`src/rtl/wb_retire_buffer.sv`:
```
// Writeback stage: selects the retiring result, queues register writes in an in-order
// circular buffer and drains one per granted cycle, with youngest-first bypass lookup.
module wb_retire_buffer #(
  parameter int unsigned WIDTH    = 32,
  parameter int unsigned AW       = 5,
  parameter int unsigned DEPTH    = 4,
  parameter int unsigned ZERO_REG = 1
) (
  input  logic                     clk_i,
  input  logic                     reset_i,
  input  logic                     in_valid_i,
  output logic                     in_ready_o,
  input  logic [WIDTH-1:0]         f_out_i,
  input  logic [WIDTH-1:0]         mem_data_i,
  input  logic [1:0]               addr_lo_i,
  input  logic [1:0]               size_i,
  input  logic                     ld_signed_i,
  input  logic                     n_xor_v_i,
  input  logic [WIDTH-1:0]         link_i,
  input  logic [1:0]               md_i,
  input  logic [AW-1:0]            da_i,
  input  logic                     rw_i,
  input  logic                     rf_ready_i,
  output logic [WIDTH-1:0]         wr_data_o,
  output logic [AW-1:0]            wr_reg_o,
  output logic                     wr_en_o,
  input  logic [AW-1:0]            lookup_reg_i,
  output logic                     byp_hit_o,
  output logic [WIDTH-1:0]         byp_data_o,
  output logic [$clog2(DEPTH):0]   count_o
);

  localparam int unsigned PW = (DEPTH > 1) ? $clog2(DEPTH) : 1;
  localparam int unsigned CW = $clog2(DEPTH) + 1;

  logic [WIDTH-1:0] data_mem_q [DEPTH];
  logic [AW-1:0]    reg_mem_q  [DEPTH];
  logic [PW-1:0]    head_q, tail_q, head_d, tail_d;
  logic [CW-1:0]    count_q, count_d;
  logic [WIDTH-1:0] wr_data_q;
  logic [AW-1:0]    wr_reg_q;
  logic             wr_en_q;

  logic [31:0]      word;
  logic [7:0]       byte_lane;
  logic [15:0]      half_lane;
  logic [WIDTH-1:0] load_val, result;
  logic             store, push, pop;
  logic [PW-1:0]    idx;

  // Result select and load lane extraction
  always_comb begin
    word      = mem_data_i[31:0];
    byte_lane = word[8*addr_lo_i +: 8];
    half_lane = addr_lo_i[1] ? word[31:16] : word[15:0];
    unique case (size_i)
      2'b00: begin
        load_val       = {WIDTH{ld_signed_i & byte_lane[7]}};
        load_val[7:0]  = byte_lane;
      end
      2'b01: begin
        load_val       = {WIDTH{ld_signed_i & half_lane[15]}};
        load_val[15:0] = half_lane;
      end
      default: begin
        load_val       = {WIDTH{ld_signed_i & word[31]}};
        load_val[31:0] = word;
      end
    endcase
    unique case (md_i)
      2'b00:   result = f_out_i;
      2'b01:   result = load_val;
      2'b10:   result = WIDTH'(n_xor_v_i);
      default: result = link_i;
    endcase
  end

  assign in_ready_o = !reset_i && (count_q != CW'(DEPTH));
  assign store      = rw_i && !((ZERO_REG != 0) && (da_i == '0));
  assign push       = in_valid_i && in_ready_o && store;
  assign pop        = (count_q != '0) && rf_ready_i;

  always_comb begin
    head_d  = head_q;
    tail_d  = tail_q;
    count_d = count_q;
    if (push) tail_d = (tail_q == PW'(DEPTH - 1)) ? '0 : tail_q + 1'b1;
    if (pop)  head_d = (head_q == PW'(DEPTH - 1)) ? '0 : head_q + 1'b1;
    if (push && !pop)      count_d = count_q + 1'b1;
    else if (!push && pop) count_d = count_q - 1'b1;
  end

  always_ff @(posedge clk_i or posedge reset_i) begin
    if (reset_i) begin
      head_q    <= '0;
      tail_q    <= '0;
      count_q   <= '0;
      wr_data_q <= '0;
      wr_reg_q  <= '0;
      wr_en_q   <= 1'b0;
    end else begin
      head_q  <= head_d;
      tail_q  <= tail_d;
      count_q <= count_d;
      wr_en_q <= pop;
      if (pop) begin
        wr_data_q <= data_mem_q[head_q];
        wr_reg_q  <= reg_mem_q[head_q];
      end
    end
  end

  // Entry storage needs no reset: occupancy is tracked by count_q alone
  always_ff @(posedge clk_i) begin
    if (push) begin
      data_mem_q[tail_q] <= result;
      reg_mem_q[tail_q]  <= da_i;
    end
  end

  // Scan oldest to youngest so the youngest match overrides; output register is lowest
  always_comb begin
    byp_hit_o  = 1'b0;
    byp_data_o = '0;
    idx        = '0;
    if (wr_en_q && (wr_reg_q == lookup_reg_i)) begin
      byp_hit_o  = 1'b1;
      byp_data_o = wr_data_q;
    end
    for (int unsigned i = 0; i < DEPTH; i++) begin
      idx = PW'((32'(head_q) + i) % DEPTH);
      if ((CW'(i) < count_q) && (reg_mem_q[idx] == lookup_reg_i)) begin
        byp_hit_o  = 1'b1;
        byp_data_o = data_mem_q[idx];
      end
    end
  end

  assign wr_data_o = wr_data_q;
  assign wr_reg_o  = wr_reg_q;
  assign wr_en_o   = wr_en_q;
  assign count_o   = count_q;

endmodule

```
`config.mk`:
```
export PLATFORM = sky130hd
export DESIGN_NAME = wb_retire_buffer
export DESIGN_NICKNAME = d
export VERILOG_FILES = /design/src/rtl/wb_retire_buffer.sv
export SDC_FILE = /design/constraint.sdc
export NUM_CORES = 1
export LEC_CHECK = 0
export ABC_AREA = 1
export BUFFER_PORTS_ARGS = -buffer_cell sky130_fd_sc_hd__buf_2
export CORE_MARGIN = 1.5
export CORE_UTILIZATION = 50
export DETAILED_ROUTE_END_ITERATION = 6
export PLACE_DENSITY = 0.71
export SETUP_SLACK_MARGIN = 0.2
export SLEW_MARGIN = 25
export SYNTH_ARGS = -nofsm -noshare
export SYNTH_HDL_FRONTEND = slang
export SYNTH_SLANG_ARGS = --single-unit
export TNS_END_PERCENT = 100
```
`constraint.sdc`:
```
create_clock -name clk_i -period 7.3 [get_ports clk_i]
set_input_delay 0 -clock clk_i [delete_from_list [all_inputs] [get_ports clk_i]]
set_output_delay 0 -clock clk_i [all_outputs]
set_load 0.005 [all_outputs]
```
After elaboration in Yosys (flattened, before gate mapping):

Memory sizes are Yosys's and may differ from the RTL's.
Index checks and enable logic that the tools add are counted.

* add/sub/neg operators: 7
* order comparisons: 4
* equal/unequal tests: 11
* shift operators: 1
* muxes and demuxes: 19
* bitwise gates (word level): 2
* reductions and logical operators: 21

Operators by type and width (count)
* $mux W32: 5
* $pmux W32 S3: 1
* $pmux W32 S2: 1
* $shiftx A32 B6 Y8: 1
* $eq A5 B5 Y1: 5
* $mux W16: 1
* $logic_and A1 B1 Y1: 12
* $mux W1: 7
* $add A2 B1 Y2 const B: 3
* $eq A2 B2 Y1 const B: 3
* $lt A1 B3 Y1 const A: 2
* $lt A2 B3 Y1 const A: 2
* $mux W3: 2
* $logic_not A5 Y1: 1
* $add A2 B2 Y2 const B: 2
* $eq A2 B1 Y1 const B: 2
* $logic_not A1 Y1: 4
* $logic_not A2 Y1: 2
* $mux W2: 2
* $add A3 B1 Y3 const B: 1
* $ne A3 B3 Y1 const B: 1
* $reduce_bool A3 Y1: 1
* $sub A3 B1 Y3 const B: 1
* $and A1 B1 Y1: 2
* $reduce_bool A2 Y1: 1

* register bits: 45
* RAM bits: 148
* input bits: 119
* output and inout bits: 75
* memories: 2

Memory list
* data_mem_q: depth 4, width 32, rd ports 4, clocked after memory_dff 0, wr ports 1, RTL line 36 `logic [WIDTH-1:0] data_mem_q [DEPTH];`
* reg_mem_q: depth 4, width 5, rd ports 4, clocked after memory_dff 0, wr ports 1, RTL line 37 `logic [AW-1:0] reg_mem_q [DEPTH];`

Logic depth before layout (Yosys ltp):

* depth after elaboration: 8
* mapped depth: 17
* gate-level depth less buffers: 13

Least setup slack after synthesis:

OpenSTA, ideal clock, no wires.

* path kind: register to register
* from: register count_q[0], in the netlist count_o[0]
* to: memory data_mem_q[0][0], enable pin
* library setup time: 0.431 ns
* data arrival time: 3.237 ns
* setup slack: 3.632 ns
* cell stages (with the launch flop): 8
* period minus slack after synthesis: 3.668 ns
* path through: dfrtp_1 inv_1 ha_1 a21oi_1 inv_1 nor4_1 inv_1 nor2_1

* cells in the longest elaborated chain, start to end: 6

Ends and longest elaborated chain
* start, declared: RTL line 39 `logic [CW-1:0] count_q, count_d;`
* start signal, assigned: RTL line 104 `count_q <= count_d;`
* $ne A3 B3 Y1: RTL line 78 `assign in_ready_o = !reset_i && (count_q != CW'(DEPTH));`
* $logic_and A1 B1 Y1: RTL line 78
* via in_ready_o: RTL line 12 `output logic in_ready_o,`
* $logic_and A1 B1 Y1 (2 in series): RTL line 80 `assign push = in_valid_i && in_ready_o && store;`
* via push: RTL line 48 `logic store, push, pop;`
* $mux W1: RTL line 115 `if (push) begin`
* $mux W1 (not written as such): RTL line 116 `data_mem_q[tail_q] <= result;`
* end, declared: RTL line 36

The timed path passes the listed nets, and every way through them passes these cells.

Worst setup path in the final report:

* from: register head_q[1]
* to: output port byp_data_o[6]

* cells in the longest elaborated chain, start to end: 7

Ends and longest elaborated chain
* start, declared: RTL line 38 `logic [PW-1:0] head_q, tail_q, head_d, tail_d;`
* start signal, assigned: RTL line 95 `head_q <= '0;`
* start signal, assigned: RTL line 102 `head_q <= head_d;`
* $add A2 B1 Y2 / $mem_v2 Z4 W5 (equally long branches)
* $mem_v2 Z4 W5 / $eq A5 B5 Y1 (equally long branches)
* $eq A5 B5 Y1 / $logic_and A1 B1 Y1 (equally long branches): RTL line 132 `if ((CW'(i) < count_q) && (reg_mem_q[idx] == lookup_reg_i)) begin`
* $logic_and A1 B1 Y1 / $mux W32 (equally long branches): RTL line 132
* $mux W32 (2 in series): RTL line 132
* $mux W32 *: RTL line 132
* end, declared: RTL line 29 `output logic [WIDTH-1:0] byp_data_o,`

Mark *: on every way between the ends. The rest lies on a longest branch, timed or not.

==> results.tsv <==
stage	metric	value	unit
clock_tree	Clock Latency Late Sink	0.43	ns
sta	crit share post-route	56.27	%
detailed_routing	Vias/cell	5.463	
worst_setup_path	Req. time, crit path	7.30	ns
detailed_routing	Vias	12140	
synth	top_reg_cell synth	edfxtp_1	
synth	number of synthesized register bits	193	
sta	min Tclk post-route	4.108	ns
die	core box area	0.02518	mm²
placement	I/O Buffers	193	
cells_and_area	ratio of cells with drive above 1 in the final layout	14.58	%
worst_setup_path	arrival time at the worst endpoint	4.11	ns
global_routing	initial antenna violation count	0	
cells_and_area	# diodes	0	
detailed_routing	Detailed Route Iter0 Violations	1042	
pwr	power per cell area	368.6	mW/mm²
die	# IOs	194	
worst_hold_path	Hold Path Class	primary input to flip-flop	
clock_tree	postcts setup bufs	0	
synth	register area share after synthesis	43.33	%
synth	cell area after synthesis	0.01286	mm²
detailed_routing	Final ANT Viol Nets	0	
worst_setup_path	Crit Path Class	flip-flop to output port	
sta	Hold Slack	0.001058	ns
sta	RSZ-0062 raised after global routing	false	
placement	Placed Cells	2149	
synth	most frequent cell after synthesis	nand2_1	
sta	relative slew slack	35.93	%
clock_tree	clk sinks	193	
synth	cells after synthesis	1725	
worst_setup_path	worst-path maximum fanout	63	
cells_and_area	Final #Nets	2008	
die	Die X-Extent	163.4	µm
synth	synthesized area per cell	7.453	µm²
worst_setup_path	critical path launch point type	flip-flop	
pwr	total power draw	5493	µW
sta	Final Hold Fails	0	
sta	setup_tns	0	ns
clock_tree	CTS Buf Count	17	
synth	syn_nets	1853	
synth	Synth area leader	edfxtp_1	
die	Starting Density	51.05	%
cells_and_area	multi-input logic area	0.006379	mm²
placement	routability cong.	0.9997	
detailed_routing	Post-route DRC	0	
sta	worst slew pin tran	0.9599	ns
clock_tree	H-tree Lvls	4	
clock_tree	clk buf depth	2	
synth	largest cells by area after synthesis	edfxtp_1 (35%), nand2_1 (18%), dfrtp_1 (8.8%)	
clock_tree	Worst-path clk slew	0.08	ns
cells_and_area	Finished Layout Cells	2223	
detailed_routing	drt total wl	36550	µm
clock_tree	Root Buffer	clkbuf_16	
sta	Clock Skew	0.01414	ns
pwr	leakage power	0.006913	µW
synth	Yosys Warn Count	0	
die	DIE HEIGHT	163.4	µm
clock_tree	CTS Hold Buffers Added	40	
outcome	outcome	finished, final reports clean	
cells_and_area	Area growth syn-to-layout	15.91	%
synth	Post-synth EDFFs	148	
detailed_routing	Initial DRT Pass Iterations	6	
worst_setup_path	critical path capture point type	output port	
sta	setup ws final	3.192	ns
synth	top cells by count, synth	nand2_1 (604), o21ai_0 (216), nor2_1 (168)	
die	Rows	58	
clock_tree	Post-CTS Resized	0	
detailed_routing	wire per inst	16.44	µm
pwr	Max VDD drop	0.2740	mV
placement	Post-DP HPWL	24840	µm
global_routing	vias in the first global route	10980	
clock_tree	CTS tree	built	
synth	distinct cell type count after synthesis	41	
global_routing	grt total ovfl	0	
sta	final setup fails	0	
synth	asr flop ratio synth	23.32	%
cells_and_area	Fillers	2262	
synth	share of the synthesized area in the top cell type	34.57	%
die	full die area	0.02668	mm²
sta	pins over their slew limit	0	
sta	Achievable Freq	0.2434	GHz
global_routing	first-pass GRT wire length	57160	µm
flow_run	max cap viols	0	
global_routing	largest net degree at the start of global routing	121	
placement	pre-CTS setup slack	3.483	ns
cells_and_area	Sequential Area	0.005574	mm²
global_routing	total track usage	27.57	%
## sequential cells by signal, summed over array words and instances (netlist names)
register	cells
wr_reg_o	5
wr_en_o	1
wr_data_o	32
head_q	2
count_o	3
tail_q	2
reg_mem_q	20
data_mem_q	128
## routing by layer
metal,global-route usage [%],wire [µm],vias to the layer above,share of wire [%]
li1,-,-,6057,-
met1,37.22,15840,5461,43
met2,45.99,17090,565,47
met3,3.403,2717,61,7.4
met4,9.091,905,0,2.5
met5,0,0,-,0
## per-stage QoR
step,area (µm²),util [%]
final,14900,59.18
after global routing,14900,59.18
after CTS,14840,58.92
after detailed placement,13840,54.97
after global placement,13840,54.95
after floorplan,12860,-
## kinds of logic after synthesis
kind of cell | count (synthesis) | synth area share (%)
fa+ha+maj | 9 | 0.8759
mux | 70 | 5.450
simple gates | 925 | 29.27
buf+inv | 220 | 7.650
flops | 193 | 43.33
compound gates | 300 | 12.89
xor+xnor | 8 | 0.5450
## area by class of cell
class | instances | share of cell area [%]
Multi-Input combinational cell | 1312 | 42.80
Sequential cell | 193 | 37.41
Timing Repair Buffer | 250 | 10.34
Clock buffer | 19 | 2.905
Tap cell | 330 | 2.771
Inverter | 106 | 2.695
Clock inverter | 13 | 1.075
## power by group
group / switching, µW / internal, µW / leakage (µW) / total [µW]
clock network: 406 / 541 / 0.000290 / 947
registers: 196 / 1370 / 0.00189 / 1560
logic: 1970 / 1010 / 0.00473 / 2980
total: 2570 / 2920 / 0.00691 / 5490
## cells in the final DEF, fill, tap and decap left out, types with 8 or more instances in the layout
master and instances:
nor2_1 161, mux2i_1 70, o21ai_0 216, ha_1 8, o211ai_2 10, o211ai_1 11
dfrtp_1 44, o21ai_1 32, dlygate4sd3_1 40, buf_4 13, o221ai_1 8, buf_2 193
a21oi_1 13, inv_1 99, nand3_1 101, nor2_4 10, nand4_1 34, clkbuf_16 17
nand2_1 604, edfxtp_1 148
## worst max-delay path, stage by stage (launching register included)
cell	delay, ns
dfrtp_1	0.65
clkinv_2	0.71
nand3_1	0.35
nand2_1	0.10
nand2_1	0.07
nand2_1	0.08
nor2_4	0.08
buf_4	0.44
nand3_4	0.51
nand2_1	0.18
nand3_1	0.13
nand2_1	0.10
nand2_1	0.05
nand2_1	0.08
buf_2	0.12
## path summary, 6_finish.rpt
check / end / cells after the start / slack, ns / startpoint
min: tail_q[0]$_DFFE_PP0P_ / 4 / 0.001 / rw_i
max in group asynchronous: head_q[0]$_DFFE_PP0P_ / 4 / 6.49 / reset_i
max: byp_data_o[6] / 14 / 3.19 / head_q[1]$_DFFE_PP0P_
max reg2reg: data_mem_q[1][16]$_DFFE_PP_ / 8 / 4.09 / count_o[0]$_DFFE_PP0P_
min in group asynchronous: count_o[1]$_DFFE_PP0P_ / 4 / 0.31 / reset_i
min reg2reg: wr_data_o[3]$_DFFE_PP0P_ / 2 / 0.51 / wr_data_o[3]$_DFFE_PP0P_
No activity file was read; power rests on OpenSTA's default activity.
